===== src/rtl/button_pkg.sv =====
// Shared pushbutton UI definitions: event-FSM state encoding and default
// hold timings for a 27 MHz system clock.
package button_pkg;

    typedef enum logic [1:0] {
        ST_WAIT_RELEASE = 2'd0,
        ST_IDLE         = 2'd1,
        ST_PRESSED      = 2'd2,
        ST_HELD         = 2'd3
    } state_t;

    localparam int unsigned DEFAULT_LONG_DELAY   = 27000000;  // 1 s
    localparam int unsigned DEFAULT_REPEAT_DELAY = 6750000;   // 250 ms
    localparam int          DEFAULT_NBITS        = 25;

    // True in the states where the hold timer is measuring an accepted press.
    function automatic logic is_holding(state_t s);
        return (s == ST_PRESSED) || (s == ST_HELD);
    endfunction

endpackage


===== src/rtl/hold_timer.sv =====
// Hold-duration counter: counts up from zero each cycle, synchronous clear,
// and flags the cycle in which the count equals the selected terminal value.
module hold_timer #(
    parameter int NBITS = 25
) (
    input  logic             clk,
    input  logic             reset,
    input  logic             clear,
    input  logic [NBITS-1:0] last,
    output logic             tc
);

    logic [NBITS-1:0] count;

    always_ff @(posedge clk or negedge reset) begin
        if (!reset) begin
            count <= '0;
        end else if (clear) begin
            count <= '0;
        end else begin
            count <= count + 1'b1;
        end
    end

    // last is the limit minus one, so tc lands on the edge that completes
    // exactly "limit" cycles after the clear.
    assign tc = (count == last);

endmodule


===== src/rtl/button_event.sv =====
// Turns a debounced button level into single-cycle press / release /
// short / long / repeat events plus a held level.
module button_event
    import button_pkg::*;
#(
    parameter int unsigned LONG_DELAY   = DEFAULT_LONG_DELAY,
    parameter int unsigned REPEAT_DELAY = DEFAULT_REPEAT_DELAY,
    parameter bit          REPEAT_EN    = 1'b1,
    parameter int          NBITS        = DEFAULT_NBITS
) (
    input  logic   clk,
    input  logic   reset,
    input  logic   clean,
    output logic   press,
    output logic   release_evt,
    output logic   short_press,
    output logic   long_press,
    output logic   repeat_evt,
    output logic   down,
    output state_t dbg_state
);

    localparam logic [NBITS-1:0] LONG_LAST   = NBITS'(LONG_DELAY - 1);
    localparam logic [NBITS-1:0] REPEAT_LAST = NBITS'(REPEAT_DELAY - 1);

    state_t           state;
    logic             timer_clear;
    logic             timer_tc;
    logic [NBITS-1:0] timer_last;

    // The timer restarts on every state change and every threshold, so it
    // can never wrap while a press is in progress.
    assign timer_last  = (state == ST_HELD) ? REPEAT_LAST : LONG_LAST;
    assign timer_clear = !is_holding(state) || !clean || timer_tc;

    hold_timer #(
        .NBITS (NBITS)
    ) u_hold_timer (
        .clk   (clk),
        .reset (reset),
        .clear (timer_clear),
        .last  (timer_last),
        .tc    (timer_tc)
    );

    always_ff @(posedge clk or negedge reset) begin
        if (!reset) begin
            state       <= ST_WAIT_RELEASE;
            press       <= 1'b0;
            release_evt <= 1'b0;
            short_press <= 1'b0;
            long_press  <= 1'b0;
            repeat_evt  <= 1'b0;
            down        <= 1'b0;
        end else begin
            press       <= 1'b0;
            release_evt <= 1'b0;
            short_press <= 1'b0;
            long_press  <= 1'b0;
            repeat_evt  <= 1'b0;
            case (state)
                ST_WAIT_RELEASE: begin
                    if (!clean) begin
                        state <= ST_IDLE;
                    end
                end
                ST_IDLE: begin
                    if (clean) begin
                        state <= ST_PRESSED;
                        press <= 1'b1;
                        down  <= 1'b1;
                    end
                end
                ST_PRESSED: begin
                    // Release is checked first so a coincident threshold is dropped.
                    if (!clean) begin
                        state       <= ST_IDLE;
                        release_evt <= 1'b1;
                        short_press <= 1'b1;
                        down        <= 1'b0;
                    end else if (timer_tc) begin
                        state      <= ST_HELD;
                        long_press <= 1'b1;
                    end
                end
                ST_HELD: begin
                    if (!clean) begin
                        state       <= ST_IDLE;
                        release_evt <= 1'b1;
                        down        <= 1'b0;
                    end else if (timer_tc) begin
                        repeat_evt <= REPEAT_EN;
                    end
                end
                default: begin
                    state <= ST_WAIT_RELEASE;
                    down  <= 1'b0;
                end
            endcase
        end
    end

    assign dbg_state = state;

endmodule


===== config.mk =====
export PLATFORM = sky130hd
export DESIGN_NAME = button_event
export DESIGN_NICKNAME = d
export VERILOG_FILES = /design/src/rtl/button_pkg.sv /design/src/rtl/hold_timer.sv /design/src/rtl/button_event.sv
export SDC_FILE = /design/constraint.sdc
export NUM_CORES = 1
export LEC_CHECK = 0
export CAP_MARGIN = 15
export CORE_MARGIN = 4
export CORE_UTILIZATION = 30
export CTS_BUF_LIST = sky130_fd_sc_hd__clkbuf_4
export DETAILED_ROUTE_END_ITERATION = 7
export SYNTH_ARGS = -nofsm -noshare
export SYNTH_HDL_FRONTEND = slang
export SYNTH_SLANG_ARGS = --single-unit

===== constraint.sdc =====
create_clock -name clk -period 5.3 [get_ports clk]
set_clock_uncertainty 0.1 [all_clocks]
set_input_delay 1.06 -clock clk [delete_from_list [all_inputs] [get_ports clk]]
set_output_delay 1.06 -clock clk [all_outputs]
set_load 0.02 [all_outputs]

# After elaboration in Yosys (flattened, before gate mapping)
# Cells that the tools add are included.
[classes]
reduce_logical = 11
muxes = 19
n_eq_ne = 8
n_addsub = 1
[op_table]
columns = ["op", "count"]
rows = [
  ["2-to-1 mux 25 bit", 2],
  ["adder 25 x 1 -> 25 bit (second input constant)", 1],
  ["== test 25 bit", 1],
  ["2-to-1 mux 1 bit", 11],
  ["2-to-1 mux 2 bit", 4],
  ["inequality test 2 bit (second input constant)", 3],
  ["one-hot mux 2 bit (3 select lines)", 1],
  ["AND reduction 3 bit", 2],
  ["== test 2 bit (second input constant)", 2],
  ["OR reduction 2 bit", 2],
  ["logical OR 1 bit", 3],
  ["inequality test 3 bit (second input constant)", 1],
  ["== test 2 x 1 -> 1 bit (second input constant)", 1],
  ["logical NOT 1 bit", 2],
  ["logical NOT 2 bit", 1],
  ["one-hot mux 1 bit (2 select lines)", 1],
  ["nonzero test 2 bit", 1],
]
[totals]
ff_bits = 33
out_inout_bits = 8

# Depth between registers and ports, before layout
# Gate-level depths: netlist of the first run.
[logic_depth]
depth_word = 6
ltp_mapped = 7
mapped_depth_nobuf = 6

# Hierarchy
# Synthesis of the first run repeated with hierarchy kept, for this count alone.
[unflattened]
cells_unflattened = 199
area_unflattened_um2 = 1911.8
[modules_own_cells]
columns = ["mod", "area_each_um2", "cells_per_inst", "instances"]
rows = [
  ["hold_timer", 1507.7, 162, 1],
  ["button_event", 404.1, 37, 1],
]

# Worst setup path after synthesis of the first run
# OpenSTA, ideal clock, no wires.
[synth_path]
path_kind = "input to register"
from = "in clean"
to = "reg u_hold_timer.count[10]"
path_slack_ps = 3210
arrival_time_ps = 1919
setup_ps = 71
stages = 5
cell_sequence = "clkbuf_1 o21ai_0 a31o_4 buf_6 nor2_1"
[synth_via]
elab_chain_len = 4
[synth_lines]
columns = ["element", "line", "source"]
rows = [
  ["start: declaration", "button_event.sv:13", "input logic clean,"],
  ["logical NOT 1 bit", "n/a", ""],
  ["logical OR 1 bit (2 in series)", "button_event.sv:34", "assign timer_clear = !is_holding(state) || !clean || timer_tc;"],
  ["2-to-1 mux 25 bit", "hold_timer.sv:18", "end else if (clear) begin"],
  ["end signal: assignment", "hold_timer.sv:21", "count <= count + 1'b1;"],
  ["end: declaration", "hold_timer.sv:13", "logic [NBITS-1:0] count;"],
]
# Every way passes these cells.
# A chain may end at the register's enable or synchronous reset.

# Worst setup path in the final report of the first run
[layout_path]
from = "reg state[0], in the netlist dbg_state[0]"
to = "out dbg_state[0]"
[layout_lines]
columns = ["element", "line", "source"]
rows = [
  ["start: declaration", "button_event.sv:26", "state_t state;"],
  ["start signal: assignment", "button_event.sv:48", "state <= ST_WAIT_RELEASE;"],
  ["start signal: assignment", "button_event.sv:64", "state <= ST_IDLE;"],
  ["start signal: assignment", "button_event.sv:69", "state <= ST_PRESSED;"],
  ["end: declaration", "button_event.sv:20", "output state_t dbg_state"],
]
# No word-level cell between the ends.

==> results of run 1 <==
-- area by class of cell --
type	count	area, um2
fillers	568	3592
clock inverters	2	10.01
repair buffers	11	107.6
flip-flops and latches	33	825.8
multi-input cells	136	880.8
well taps	72	90.09
inverters	6	22.52
clock buffers	6	45.04
-- final timing paths --
check | startpoint | end | depth (start not counted)
worst max-delay path | dbg_state[0] | dbg_state[0] | 1
worst max register to register | dbg_state[0] | u_hold_timer.count[11] | 6
worst min register to register | u_hold_timer.count[0] | u_hold_timer.count[0] | 1
worst min-delay path | u_hold_timer.count[0] | u_hold_timer.count[0] | 1
max in group asynchronous | reset | u_hold_timer.count[11] | 2
min in group asynchronous | reset | short_press | 2
-- layout by cell type, fill, tap and decap left out, types with 2 or more instances in the layout --
cell type         n
clkbuf_4          6
o21ai_0           3
dfrtp_1          33
nor2_1           36
ha_1              5
inv_1             6
nand2_1          17
nor4b_2           2
xor2_1           11
xnor2_1          12
nor3_1            3
clkdlybuf4s50_1  10
and4_1            3
clkinv_2          2
nand4_1           5
nor4b_1           2
and3_1            5
nor2b_1           2
a21oi_1           2
nand3_1          11
o22ai_1           2
-- registers in the layout (all words and copies together), names as in the netlist --
signal / cells
short_press: 1
long_press: 1
dbg_state: 2
u_hold_timer.count: 25
repeat_evt: 1
down: 1
release_evt: 1
press: 1
-- power groups by stage --
stage / sequential (W) / clock, W / combinational, W
global placement: 0.000295 / 0 / 0.000207
detailed placement: 0.000296 / 0 / 0.000208
global route: 0.000294 / 0.000159 / 0.000231
finish: 0.000291 / 0.000142 / 0.000207
CTS: 0.000291 / 0.000147 / 0.000209
floorplan: 0.000314 / 0 / 0.000132
-- layer usage --
metal | global-route usage [%] | up-vias | routed length (um) | part of all wire (%)
li1 | - | 641 | - | -
met1 | 13.33 | 616 | 1619 | 49
met2 | 15.30 | 29 | 1458 | 45
met3 | 2.944 | 5 | 158 | 4.8
met4 | 2.590 | 0 | 34 | 1.0
met5 | 0 | - | 0 | 0
-- worst reg2reg max path, cell delays in order (launching register included) --
cell and delay, ps:
dfrtp_1 470, ha_1 310, nor4b_1 270, nand3_1 150, o31ai_1 170, a31o_4 440, nor2_1 100
-- metrics by stage --
step	hold slack, ps	cell area (um2)
2_1_floorplan	329.7	1755
3_3_place_gp	352.7	1927
3_5_place_dp	357.2	1927
4_1_cts	370.8	1982
5_1_grt	395.4	1982
6_report	369.3	1982
-- logic make-up (layout without fill, tap and decap cells) --
logic type	Yosys count	after routing	synth area share, %
xor+xnor	23	23	11.48
buf+inv	9	25	2.779
mux	1	1	0.5702
fa+ha+maj	5	5	3.564
compound gates	12	12	4.990
simple gates	95	95	29.58
flops	33	33	47.04
==> results.sh, run 1 <==
export IMPL_wl_per_cell_um=12.30
export IMPL_drive_gt1_share_pct=8.763
export IMPL_yosys_area_top_type="dfrtp_1"
export IMPL_yosysMostFrequentCell="nor2_1"
export IMPL_grt_pass1_vias=1266
export IMPL_ys_seq_area_share_pct=47.04
export IMPL_syn_area_mm2=0.001755
export IMPL_peakVddDrop_mv=0.1776
export IMPL_cts_buffer_depth=2
export IMPL_ant_nets=0
export IMPL_htree_levels=2
export IMPL_crit_family="buffers and inverters"
export IMPL_grt_pass1_wl_um=5747
export IMPL_vias_per_cell=4.853
export IMPL_critPathMaxFanout=6
export IMPL_dp_cells=258
export IMPL_max_stage_delay_ps=640
export IMPL_p_sw_share_pct=35.10
export IMPL_routed_wl_um=3271
export IMPL_combPwrFrac_pct=32.3
export IMPL_synth_area_per_cell_um2=9.862
export IMPL_drtIter0Drc=65
export IMPL_numCtsBuffers=5
export IMPL_diodes=0
export IMPL_pre_cts_ws_ps=2737
export IMPL_insertion_delay_ps=330
export IMPL_period_share_pct=49.10
export IMPL_period_needed_ps=2602
export IMPL_grt_use_total_pct=9.831
export IMPL_cts_resized=0
export IMPL_yosys_cell_types_count=35
export IMPL_min_path_type="reg -> reg"
export IMPL_die_w_um=84.50
export IMPL_maxCapViolCount=0
export IMPL_drc=0
export IMPL_finalPower_w=0.0006392
export IMPL_fmax_ghz=0.3843
export IMPL_dieArea_mm2=0.007139
export IMPL_detail_route_first_pass_iterations=4
export IMPL_place_congestion=0.7802
export IMPL_cp_required_ps=4140
export IMPL_finalSetupViolCount=0
export IMPL_syn_to_final_growth_pct=12.90
export IMPL_rows=27
export IMPL_seq_power_share_pct=45.5
export IMPL_netlist_top_cells_count="36 x nor2_1, 33 x dfrtp_1, 17 x nand2_1"
export IMPL_grt_max_degree=34
export IMPL_utilization_pct=35.56
export IMPL_relSlewSlack_pct=63.96
export IMPL_p_leak_nw=0.8287
export IMPL_postCtsHoldBufs=0
export IMPL_initial_core_util_pct=31.49
export IMPL_crit_type="reg -> out"
export IMPL_cp_end_kind="output port"
export IMPL_synth_top_area_share_pct=47.04
export IMPL_crit_slowest_cell="clkdlybuf4s50_1"
export IMPL_switchingPower_w=0.0002244
export IMPL_clkSinkCount=33
export IMPL_power_density_mw_per_mm2=322.5
export IMPL_io_buffers=10
export IMPL_cts_root_buf="clkbuf_4"
export IMPL_stdcell_count=266
export IMPL_yosysWarnings=0
export IMPL_synth_edf_count=0
export IMPL_setup_slack_ps=2698
export IMPL_synthesis_instances=178
export IMPL_syn_nets=186
export IMPL_fin_tns_setup_ps=0
export IMPL_synthTopCellsByArea="dfrtp_1 47%, nor2_1 7.7%, xnor2_1 6.0%"
export IMPL_rrSetupSlack_ps=3180
export IMPL_post_cts_buffers=0
export IMPL_drv_slew=0
export IMPL_layout_nets=201
export IMPL_grt_antenna_before_repair=0
export IMPL_synth_ff_type="dfrtp_1"
export IMPL_die_y_um=84.50
export IMPL_cts_tree="built"
export IMPL_worst_path_buf_inv=1
export IMPL_io_pins=11
export IMPL_p_clk_share_pct=22.2
export IMPL_dp_hpwl_um=2301
export IMPL_clk_pin_slew_ps=110
export IMPL_num_vias=1291
export IMPL_internal_power_w=0.0004148
export IMPL_cp_cell_sequence="clkdlybuf4s50_1"
export IMPL_crit_arrival_ps=1440
export IMPL_grt_setup_unrepaired="no"
export IMPL_ys_async_sr_fraction_pct=100.0
export IMPL_core_region_area_mm2=0.005574
export IMPL_grt_ovfl_total=0
export IMPL_outcome="finished, final reports clean"
export IMPL_final_hold_viol_count=0
export IMPL_worst_slew_pin_slew_ps=536.0
export IMPL_ys_seq_elements=33
export IMPL_setup_worst_path_start_class="register"
Note: power is estimated with default switching activity, not from simulation.
==> inputs of run 2 (changes only) <==
clock period = 2.25 ns   (was 5.3 ns; I/O delays follow)
==> results.sh, run 2 (synthesis results as in run 1) <==
export IMPL_fmax_ghz=0.4955
export IMPL_cp_end_kind="register"
export IMPL_finalSetupViolCount=0
export IMPL_worst_slew_pin_slew_ps=519.7
export IMPL_insertion_delay_ps=320
export IMPL_layout_common_cells="36 x nor2_1, 33 x dfrtp_1, 17 x nand2_1"
export IMPL_detail_route_first_pass_iterations=4
export IMPL_clk_pin_slew_ps=90
export IMPL_maxCapViolCount=0
export IMPL_clkSinkCount=33
export IMPL_initial_core_util_pct=31.49
export IMPL_ant_nets=0
export IMPL_post_cts_buffers=0
export IMPL_grt_max_degree=34
export IMPL_grt_antenna_before_repair=0
export IMPL_whs_ps=370.5
export IMPL_drive_gt1_share_pct=8.247
export IMPL_num_vias=1283
export IMPL_die_w_um=84.50
export IMPL_worst_path_buf_inv=0
export IMPL_max_stage_delay_ps=450
export IMPL_grt_ovfl_total=0
export IMPL_cp_required_ps=2360
export IMPL_diodes=0
export IMPL_grt_use_total_pct=9.947
export IMPL_dieArea_mm2=0.007139
export IMPL_cts_resized=0
export IMPL_peakVddDrop_mv=0.2938
export IMPL_crit_arrival_ps=2120
export IMPL_place_congestion=0.7997
export IMPL_wl_per_cell_um=11.98
export IMPL_core_region_area_mm2=0.005574
export IMPL_setup_worst_path_start_class="register"
export IMPL_final_hold_viol_count=0
export IMPL_period_needed_ps=2018
export IMPL_crit_type="reg -> reg"
export IMPL_rows=27
export IMPL_grt_pass1_vias=1272
export IMPL_fin_tns_setup_ps=0
export IMPL_drv_slew=0
export IMPL_cts_tree="built"
export IMPL_min_path_type="reg -> reg"
export IMPL_period_share_pct=89.70
export IMPL_top_register="u_hold_timer.count"
export IMPL_vias_per_cell=4.823
export IMPL_p_leak_nw=0.8273
export IMPL_drtIter0Drc=65
export IMPL_relSlewSlack_pct=65.06
export IMPL_cp_cell_sequence="ha_1 > nor4b_1 > nand3_1 > o31ai_1 > a31o_4 > nor2_1"
export IMPL_cts_buffer_depth=2
export IMPL_grt_pass1_wl_um=5851
export IMPL_die_y_um=84.50
export IMPL_routed_wl_um=3187
export IMPL_power_density_mw_per_mm2=745.8
export IMPL_syn_to_final_growth_pct=12.97
export IMPL_outcome="finished, final reports clean"
export IMPL_final_common_cell="nor2_1"
export IMPL_io_pins=11
export IMPL_htree_levels=2
export IMPL_drc=0
export IMPL_grt_setup_unrepaired="no"
export IMPL_io_buffers=10
export IMPL_critPathMaxFanout=25
export IMPL_largest_reg_flops=25
export IMPL_layout_nets=202
export IMPL_dp_hpwl_um=2314
export IMPL_numCtsBuffers=5
export IMPL_crit_family="compound AO/OA/AOI/OAI gates"
export IMPL_crit_slowest_cell="dfrtp_1"
export IMPL_postCtsHoldBufs=0
export IMPL_cts_root_buf="clkbuf_4"
run 2: power by group:
group / switching (W) / internal (W)
Sequential: 0.0000382 / 0.000646
Clock: 0.000183 / 0.000125
Combinational: 0.000285 / 0.000201
run 2: worst paths after layout:
path | startpoint | to | slack (ps) | cells after the start
min reg2reg | u_hold_timer.count[0] | u_hold_timer.count[0] | 370 | 1
min | u_hold_timer.count[0] | u_hold_timer.count[0] | 370 | 1
min in group asynchronous | reset | short_press | 420 | 2
max reg2reg | dbg_state[0] | u_hold_timer.count[12] | 230 | 6
max | dbg_state[0] | u_hold_timer.count[12] | 230 | 6
max in group asynchronous | reset | u_hold_timer.count[17] | 1320 | 2
run 2: stage by stage:
stage / power (W) / instance area (um2) / util [%] / worst slack [ps] / std cells
after floorplan: 0.001050 / 1755 / - / 338.2 / 178
after global placement: 0.001184 / 1934 / 34.70 / 285.4 / 259
after detailed placement: 0.001194 / 1934 / 34.70 / 236.9 / 259
after CTS: 0.001508 / 1983 / 35.58 / 209.9 / 266
after global routing: 0.001603 / 1983 / 35.58 / 46.25 / 266
final: 0.001479 / 1983 / 35.58 / 231.8 / 266
run 2: per-layer routing:
metal  global-route usage (%)  share of wire (%)  vias to the layer above
li1                         -                  -                      640
met1                    13.18                 52                      615
met2                    15.52                 43                       22
met3                    3.140                3.7                        6
met4                    3.022                1.1                        0
met5                        0                  0                        -
run 2: final cells by class:
type | count | area [um2]
multi-input combinational | 136 | 880.8
clock inverter | 1 | 3.754
tap | 72 | 90.09
timing repair buffer | 12 | 115.1
fill | 571 | 3591
inverter | 6 | 22.52
sequential | 33 | 825.8
clock buffer | 6 | 45.04
